[config.mk]
export PLATFORM = sky130hd
export DESIGN_NAME = alu_cmd_sequencer
export DESIGN_NICKNAME = d
export VERILOG_FILES = /design/src/rtl/alu_pkg.sv /design/src/rtl/alu_op_check.sv /design/src/rtl/alu_cmd_sequencer.sv
export SDC_FILE = /design/constraint.sdc
export NUM_CORES = 1
export LEC_CHECK = 0
export CORE_MARGIN = 10
export CORE_UTILIZATION = 54
export CTS_CLUSTER_SIZE = 30
export DETAILED_ROUTE_END_ITERATION = 7
export HOLD_SLACK_MARGIN = 0.15
export PLACE_DENSITY = 0.84
export SLEW_MARGIN = 30
export SYNTH_ARGS = -nofsm -noshare
export SYNTH_HDL_FRONTEND = slang
export SYNTH_SLANG_ARGS = --single-unit
[constraint.sdc]
create_clock -name i_clk -period 3.7 [get_ports i_clk]
set_input_delay 0.37 -clock i_clk [delete_from_list [all_inputs] [get_ports i_clk]]
set_output_delay 0.37 -clock i_clk [all_outputs]
set_load 0.05 [all_outputs]
[src/rtl/alu_pkg.sv]
// Shared definitions for the ALU command sequencer: widths, opcodes, states.
// Imported by alu_cmd_sequencer and alu_op_check.
package alu_pkg;

   localparam int NB_DATA_DEF = 8;
   localparam int NB_OP_DEF   = 6;

   localparam logic [NB_OP_DEF-1:0] OP_ADD = 6'b100000;
   localparam logic [NB_OP_DEF-1:0] OP_SUB = 6'b100010;
   localparam logic [NB_OP_DEF-1:0] OP_AND = 6'b100100;
   localparam logic [NB_OP_DEF-1:0] OP_OR  = 6'b100101;
   localparam logic [NB_OP_DEF-1:0] OP_XOR = 6'b100110;
   localparam logic [NB_OP_DEF-1:0] OP_NOR = 6'b100111;
   localparam logic [NB_OP_DEF-1:0] OP_SRA = 6'b000011;
   localparam logic [NB_OP_DEF-1:0] OP_SRL = 6'b000010;

   typedef enum logic [3:0] {
      RX_A,
      RX_B,
      RX_OP,
      LD_A,
      LD_B,
      LD_OP,
      WAIT,
      TX_RES,
      TX_FLG
   } state_t;

endpackage

[src/rtl/alu_op_check.sv]
// Opcode legality decoder: high when the opcode is one the ALU implements.
// Only instantiated when ALU_SEQ_OP_CHECK_EN is defined.
module alu_op_check
   import alu_pkg::*;
#(
   parameter int NB_OP = NB_OP_DEF
) (
   input  logic [NB_OP-1:0] i_op,
   output logic             o_valid
);

   // Match against the eight supported opcodes.
   always_comb begin
      o_valid = 1'b0;
      unique case (i_op)
         OP_ADD, OP_SUB, OP_AND, OP_OR,
         OP_XOR, OP_NOR, OP_SRA, OP_SRL: o_valid = 1'b1;
         default:                        o_valid = 1'b0;
      endcase
   end

endmodule

[src/rtl/alu_cmd_sequencer.sv]
// Byte-stream front end for the ALU register top: A, B, opcode in; result, flags out.
// Define ALU_SEQ_OP_CHECK_EN to reject unknown opcodes with a 0x00/0x80 response.
module alu_cmd_sequencer
   import alu_pkg::*;
#(
   parameter int NB_DATA = NB_DATA_DEF,
   parameter int NB_OP   = NB_OP_DEF
) (
   input  logic               i_clk,
   input  logic               i_rst,
   input  logic [NB_DATA-1:0] i_rx_data,
   input  logic               i_rx_valid,
   output logic               o_rx_ready,
   output logic [NB_DATA-1:0] o_data_a,
   output logic [NB_DATA-1:0] o_data_b,
   output logic [NB_OP-1:0]   o_op,
   output logic               o_en_A,
   output logic               o_en_B,
   output logic               o_en_OP,
   input  logic [NB_DATA-1:0] i_result,
   input  logic               i_zero,
   input  logic               i_overflow,
   output logic [NB_DATA-1:0] o_tx_data,
   output logic               o_tx_valid,
   input  logic               i_tx_ready,
   output logic               o_busy
);

   localparam logic [NB_DATA-1:0] BAD_FLG =
      {1'b1, {(NB_DATA-1){1'b0}}};

   state_t             state;
   logic [NB_DATA-1:0] a_buf;
   logic [NB_DATA-1:0] b_buf;
   logic [NB_OP-1:0]   op_buf;
   logic [NB_DATA-1:0] flg_buf;
   logic               op_ok;
   logic               rx_state;

`ifdef ALU_SEQ_OP_CHECK_EN
   alu_op_check #(
      .NB_OP (NB_OP)
   ) u_op_check (
      .i_op    (i_rx_data[NB_OP-1:0]),
      .o_valid (op_ok)
   );
`else
   assign op_ok = 1'b1;
`endif

   assign rx_state = (state == RX_A) ||
                     (state == RX_B) ||
                     (state == RX_OP);

   // Ready is gated by reset so nothing is accepted while it is held.
   assign o_rx_ready = rx_state && !i_rst;
   assign o_busy     = (state != RX_A);

   // Command FSM; strobes and buses change on the edge entering each state.
   always_ff @(posedge i_clk or posedge i_rst) begin
      if (i_rst) begin
         state      <= RX_A;
         a_buf      <= '0;
         b_buf      <= '0;
         op_buf     <= '0;
         flg_buf    <= '0;
         o_data_a   <= '0;
         o_data_b   <= '0;
         o_op       <= '0;
         o_en_A     <= 1'b0;
         o_en_B     <= 1'b0;
         o_en_OP    <= 1'b0;
         o_tx_data  <= '0;
         o_tx_valid <= 1'b0;
      end else begin
         unique case (state)
            RX_A: begin
               if (i_rx_valid) begin
                  a_buf <= i_rx_data;
                  state <= RX_B;
               end
            end
            RX_B: begin
               if (i_rx_valid) begin
                  b_buf <= i_rx_data;
                  state <= RX_OP;
               end
            end
            RX_OP: begin
               if (i_rx_valid) begin
                  op_buf <= i_rx_data[NB_OP-1:0];
                  if (op_ok) begin
                     o_data_a <= a_buf;
                     o_en_A   <= 1'b1;
                     state    <= LD_A;
                  end else begin
                     o_tx_data  <= '0;
                     o_tx_valid <= 1'b1;
                     flg_buf    <= BAD_FLG;
                     state      <= TX_RES;
                  end
               end
            end
            LD_A: begin
               o_en_A   <= 1'b0;
               o_data_b <= b_buf;
               o_en_B   <= 1'b1;
               state    <= LD_B;
            end
            LD_B: begin
               o_en_B  <= 1'b0;
               o_op    <= op_buf;
               o_en_OP <= 1'b1;
               state   <= LD_OP;
            end
            LD_OP: begin
               o_en_OP <= 1'b0;
               state   <= WAIT;
            end
            WAIT: begin
               o_tx_data  <= i_result;
               o_tx_valid <= 1'b1;
               flg_buf    <= {{(NB_DATA-2){1'b0}},
                              i_overflow, i_zero};
               state      <= TX_RES;
            end
            TX_RES: begin
               if (i_tx_ready) begin
                  o_tx_data <= flg_buf;
                  state     <= TX_FLG;
               end
            end
            TX_FLG: begin
               if (i_tx_ready) begin
                  o_tx_valid <= 1'b0;
                  o_tx_data  <= '0;
                  state      <= RX_A;
               end
            end
            default: state <= RX_A;
         endcase
      end
   end

endmodule

* Yosys cells after proc, flatten, opt, wreduce, memory -nomap -nowiden
Index checks and enable logic that the tools add are counted.
Word-level totals: flip-flop bits (word level) 62, word-level logic and storage cells 59
Cells by class: eq/ne operators 13, multiplexer cells 15, reduce and logical (&&, ||, !) cells 18
Operators with widths (number):
- $pmux W4 S9 | 1
- $pmux W8 S3 | 1
- $mux W4 | 5
- $eq A4 B3 Y1 const B | 4
- $mux W8 | 2
- $ne A2 B2 Y1 const B | 5
- $reduce_and A2 Y1 | 5
- $eq A4 B2 Y1 const B | 2
- $pmux W1 S2 | 4
- $reduce_bool A2 Y1 | 4
- $reduce_and A5 Y1 | 1
- $eq A4 B1 Y1 const B | 1
- $eq A4 B4 Y1 const B | 1
- $logic_not A4 Y1 | 1
- $reduce_bool A4 Y1 | 1
- $reduce_and A3 Y1 | 1
- $reduce_bool A3 Y1 | 1
- $logic_or A1 B1 Y1 | 2
- $mux W1 | 2
- $logic_and A1 B1 Y1 | 1
- $logic_not A1 Y1 | 1

* Depth between registers and ports, before layout
word-level depth 4, depth in mapped cells 5, mapped depth without buffers 3

* Worst setup path before layout
OpenSTA, ideal clock, no wires.
path kind reg-to-output, from register state[1], to output o_rx_ready, arrival time 3218 ps, slack 112 ps, stages on the path, launching flop included 4, cells stage by stage dfrtp_1 -> buf_2 -> buf_2 -> a2111oi_0
Between the ends: cells in the longest elaborated chain, start to end 4, elaborated cells between the ends (all ways) 6
RTL lines:
- start, declared | line alu_cmd_sequencer.sv:32 | state_t state;
- start signal, assigned | line alu_cmd_sequencer.sv:62 | state <= RX_A;
- start signal, assigned | line alu_cmd_sequencer.sv:80 | state <= RX_B;
- start signal, assigned | line alu_cmd_sequencer.sv:86 | state <= RX_OP;
- $eq A4 B1 Y1 / $logic_not A4 Y1 (equally long branches) | line alu_cmd_sequencer.sv:52, alu_cmd_sequencer.sv:51
- $logic_or A1 B1 Y1 | line alu_cmd_sequencer.sv:51 | assign rx_state = (state == RX_A) ||
- $logic_or A1 B1 Y1 * | line alu_cmd_sequencer.sv:52 | (state == RX_B) ||
- $logic_and A1 B1 Y1 * | line alu_cmd_sequencer.sv:56 | assign o_rx_ready = rx_state && !i_rst;
- end, declared | line alu_cmd_sequencer.sv:13 | output logic o_rx_ready,
Mark *: on every way between the ends. The rest lies on a longest branch, timed or not.

* Worst setup path after layout
Ends and elaborated chain as after synthesis.

==> summary.txt <==
Status: finished, final reports clean
Post-synth EDFFs: 0
Most frequent cells in the layout: dfrtp_1 (62), clkdlybuf4s50_1 (57), mux2_4 (25), mux2_2 (23), clkbuf_8 (11)
Fin crit period: 2690 ps
Worst EP arrival: 2320 ps
Setup CP Type: register to primary output
Critical-path maximum fanout: 22
Switching Share: 41.6%
Area leader, netlist: dfrtp_1
Clk sinks: 62
CTS resizes: 0
Mapped cell area: 2700 sq um
Final hold viol count: 0
Ant diodes: 0
Largest net degree at the start of global routing: 44
Drt first pass iters: 4
# Post-CTS Setup Buffers: 0
First-pass GRT wire length: 9380 um
Reg-to-Reg End: o_data_b[4]
Critical path buffers and inverters: 1
Initial antenna violation count: 0
DRT iter0 DRCs: 92
Starting Density: 56.3%
DPL Wire Length: 3950 um
Aggregate routed wire length: 5700 um
Post-DP Area: 3280 sq um
Vias per cell: 5.37
Die Footprint: 8220 sq um
Vias in the first global route: 1750
Slew @ Worst Pin: 727 ps
Gpl congestion: 0.764
Top-area cell type share of the netlist area: 57.6%
Die Width: 90.6 um
Remaining DRCs: 0
Sequential fraction of the synthesis area: 57.6%
Worst IR drop on VDD: 0.554 mV
Clk_skew: 6.42 ps
Clk root buf: clkbuf_8
Final ANT Viol Nets: 0
Total power draw: 3.69 mW
Yosys warnings: 0
Die Y: 90.6 um
Psw: 1.54 mW
Leakage Power: 1.56 nW
TritonCTS Buffers: 9
IO buf count: 57
Sequential Power Share: 34.6%
Power per standard cell area: 1060 nW/um^2
Slowest CP cell: clkdlybuf4s50_1
Wire per inst: 18.7 um
Hold buffers post-CTS: 0
Async set-reset flop share out of synthesis: 100%
Clk buf depth: 2
Post-Syn Instances: 177
Area contributors post-synth: dfrtp_1 (58%), mux2_4 (14%), mux2_2 (9.6%)
Normalized max-slew margin: 51.5%
Fin Hold WS: 495 ps
GRT Total Usage: 14.4%
Worst-case reg-to-reg path depth: 3
Critical path's largest stage delay: 880 ps
Syn_area_per_cell: 15.2 sq um
Max-Cap Viols: 0
Critical R2R Launch: state[3]
#FFs+latches synth: 62
Setup TNS: 0 ps
Pint: 2.16 mW
Total grt overflow: 0
Area grow syn2layout: 28.7%
Setup crit start kind: register
Core ar.: 4790 sq um
Syn nets: 199
Share of layout cells above drive strength 1: 29.8%
Final period util: 72.8%
Top Ports: 58
Hold Path Class: input pin to asynchronous set/reset pin
Worst-path clk slew: 60 ps
Routed vias: 1638
Combinational share of power: 49.9%
Post-route cell area: 3470 sq um
Final net count: 257
CTS tree: yes
Critical path cell sequence: a2111oi_0 > clkdlybuf4s50_1
Rows: 25
Pins Over Slew Limit: 0
Most common cell after layout, fill and taps aside: dfrtp_1
CP top delay family: buffers and inverters
Htree depth: 3
Clk_lat worst skew: 330 ps
Worst R2R Setup Slack: 1750 ps
RSZ-0062 raised after global routing: no
Util after Layout: 72.5%
Synth cell types: 36
Clock share of power: 15.5%
Max frequency: 0.371 GHz
CP Capture Type: primary output
Setup Viol. Count Final: 0
Ys flop type: dfrtp_1
Critical Path RT: 3330 ps
state kept, by name, summed over array words and instances (netlist names):
| name | count |
|---|---|
| a_buf | 8 |
| b_buf | 8 |
| flg_buf | 2 |
| o_data_a | 8 |
| o_data_b | 8 |
| o_en_A | 1 |
| o_en_B | 1 |
| o_en_OP | 1 |
| o_op | 6 |
| o_tx_data | 8 |
| o_tx_valid | 1 |
| op_buf | 6 |
| state | 4 |
Yosys cell counts (2+ instances only):
cell type / n
o31ai_1: 2
nor2b_1: 2
nor2_4: 2
buf_6: 4
buf_2: 6
a22o_1: 6
o21ai_0: 4
mux2_2: 23
a21oi_1: 5
a221oi_1: 2
nand2_1: 3
a31oi_1: 3
nand2b_1: 3
inv_1: 5
mux2_4: 25
dfrtp_1: 62
layer usage:
metal | vias up | track usage, % | part of all wire [%]
met2 | 59 | 22.2 | 48
met5 | - | 0 | 0
met4 | 0 | 7.56 | 1.7
met3 | 10 | 4.90 | 7.0
met1 | 811 | 17.5 | 44
li1 | 758 | - | -
per-stage QoR:
step	instances	worst slack, ps
6_report	305	1010
5_1_grt	305	898
4_1_cts	305	989
3_5_place_dp	291	1240
3_3_place_gp	291	1280
2_1_floorplan	177	112
power groups by stage:
stage                     sequential (mW)  combinational [mW]  clock [mW]
after detailed placement             1.28                1.86           0
final                                1.28                1.84       0.573
after global placement               1.26                1.83           0
after CTS                            1.28                1.87       0.585
after floorplan                      1.78               0.825           0
after global routing                 1.33                1.95       0.618
cell families (layout without fill, tap and decap cells):
logic type	Yosys count	count (layout)	share of synthesized area (%)
simple gates	23	23	7.24
flops	62	62	57.6
mux	48	48	23.5
compound gates	28	28	8.03
buf+inv	16	77	3.62
layout make-up:
| type | count | area, sq um |
|---|---|---|
| sequential | 62 | 1550 |
| fill | 329 | 1320 |
| multi-input combinational | 99 | 1050 |
| timing repair buffer | 58 | 578 |
| clock buffer | 13 | 159 |
| tap | 67 | 83.8 |
| clock inverter | 1 | 30.0 |
| inverter | 5 | 20.0 |
worst max-delay path by stage:
| stage | endpoint | cells past startpoint | startpoint |
|---|---|---|---|
| floorplan | o_rx_ready | 3 | state[1] |
| global placement | o_rx_ready | 3 | i_rst |
| detailed placement | o_rx_ready | 3 | i_rst |
| CTS | o_rx_ready | 2 | state[1] |
| global route | o_rx_ready | 2 | state[1] |
| finish | o_rx_ready | 2 | state[1] |
No activity file was read; power rests on OpenSTA's default activity.
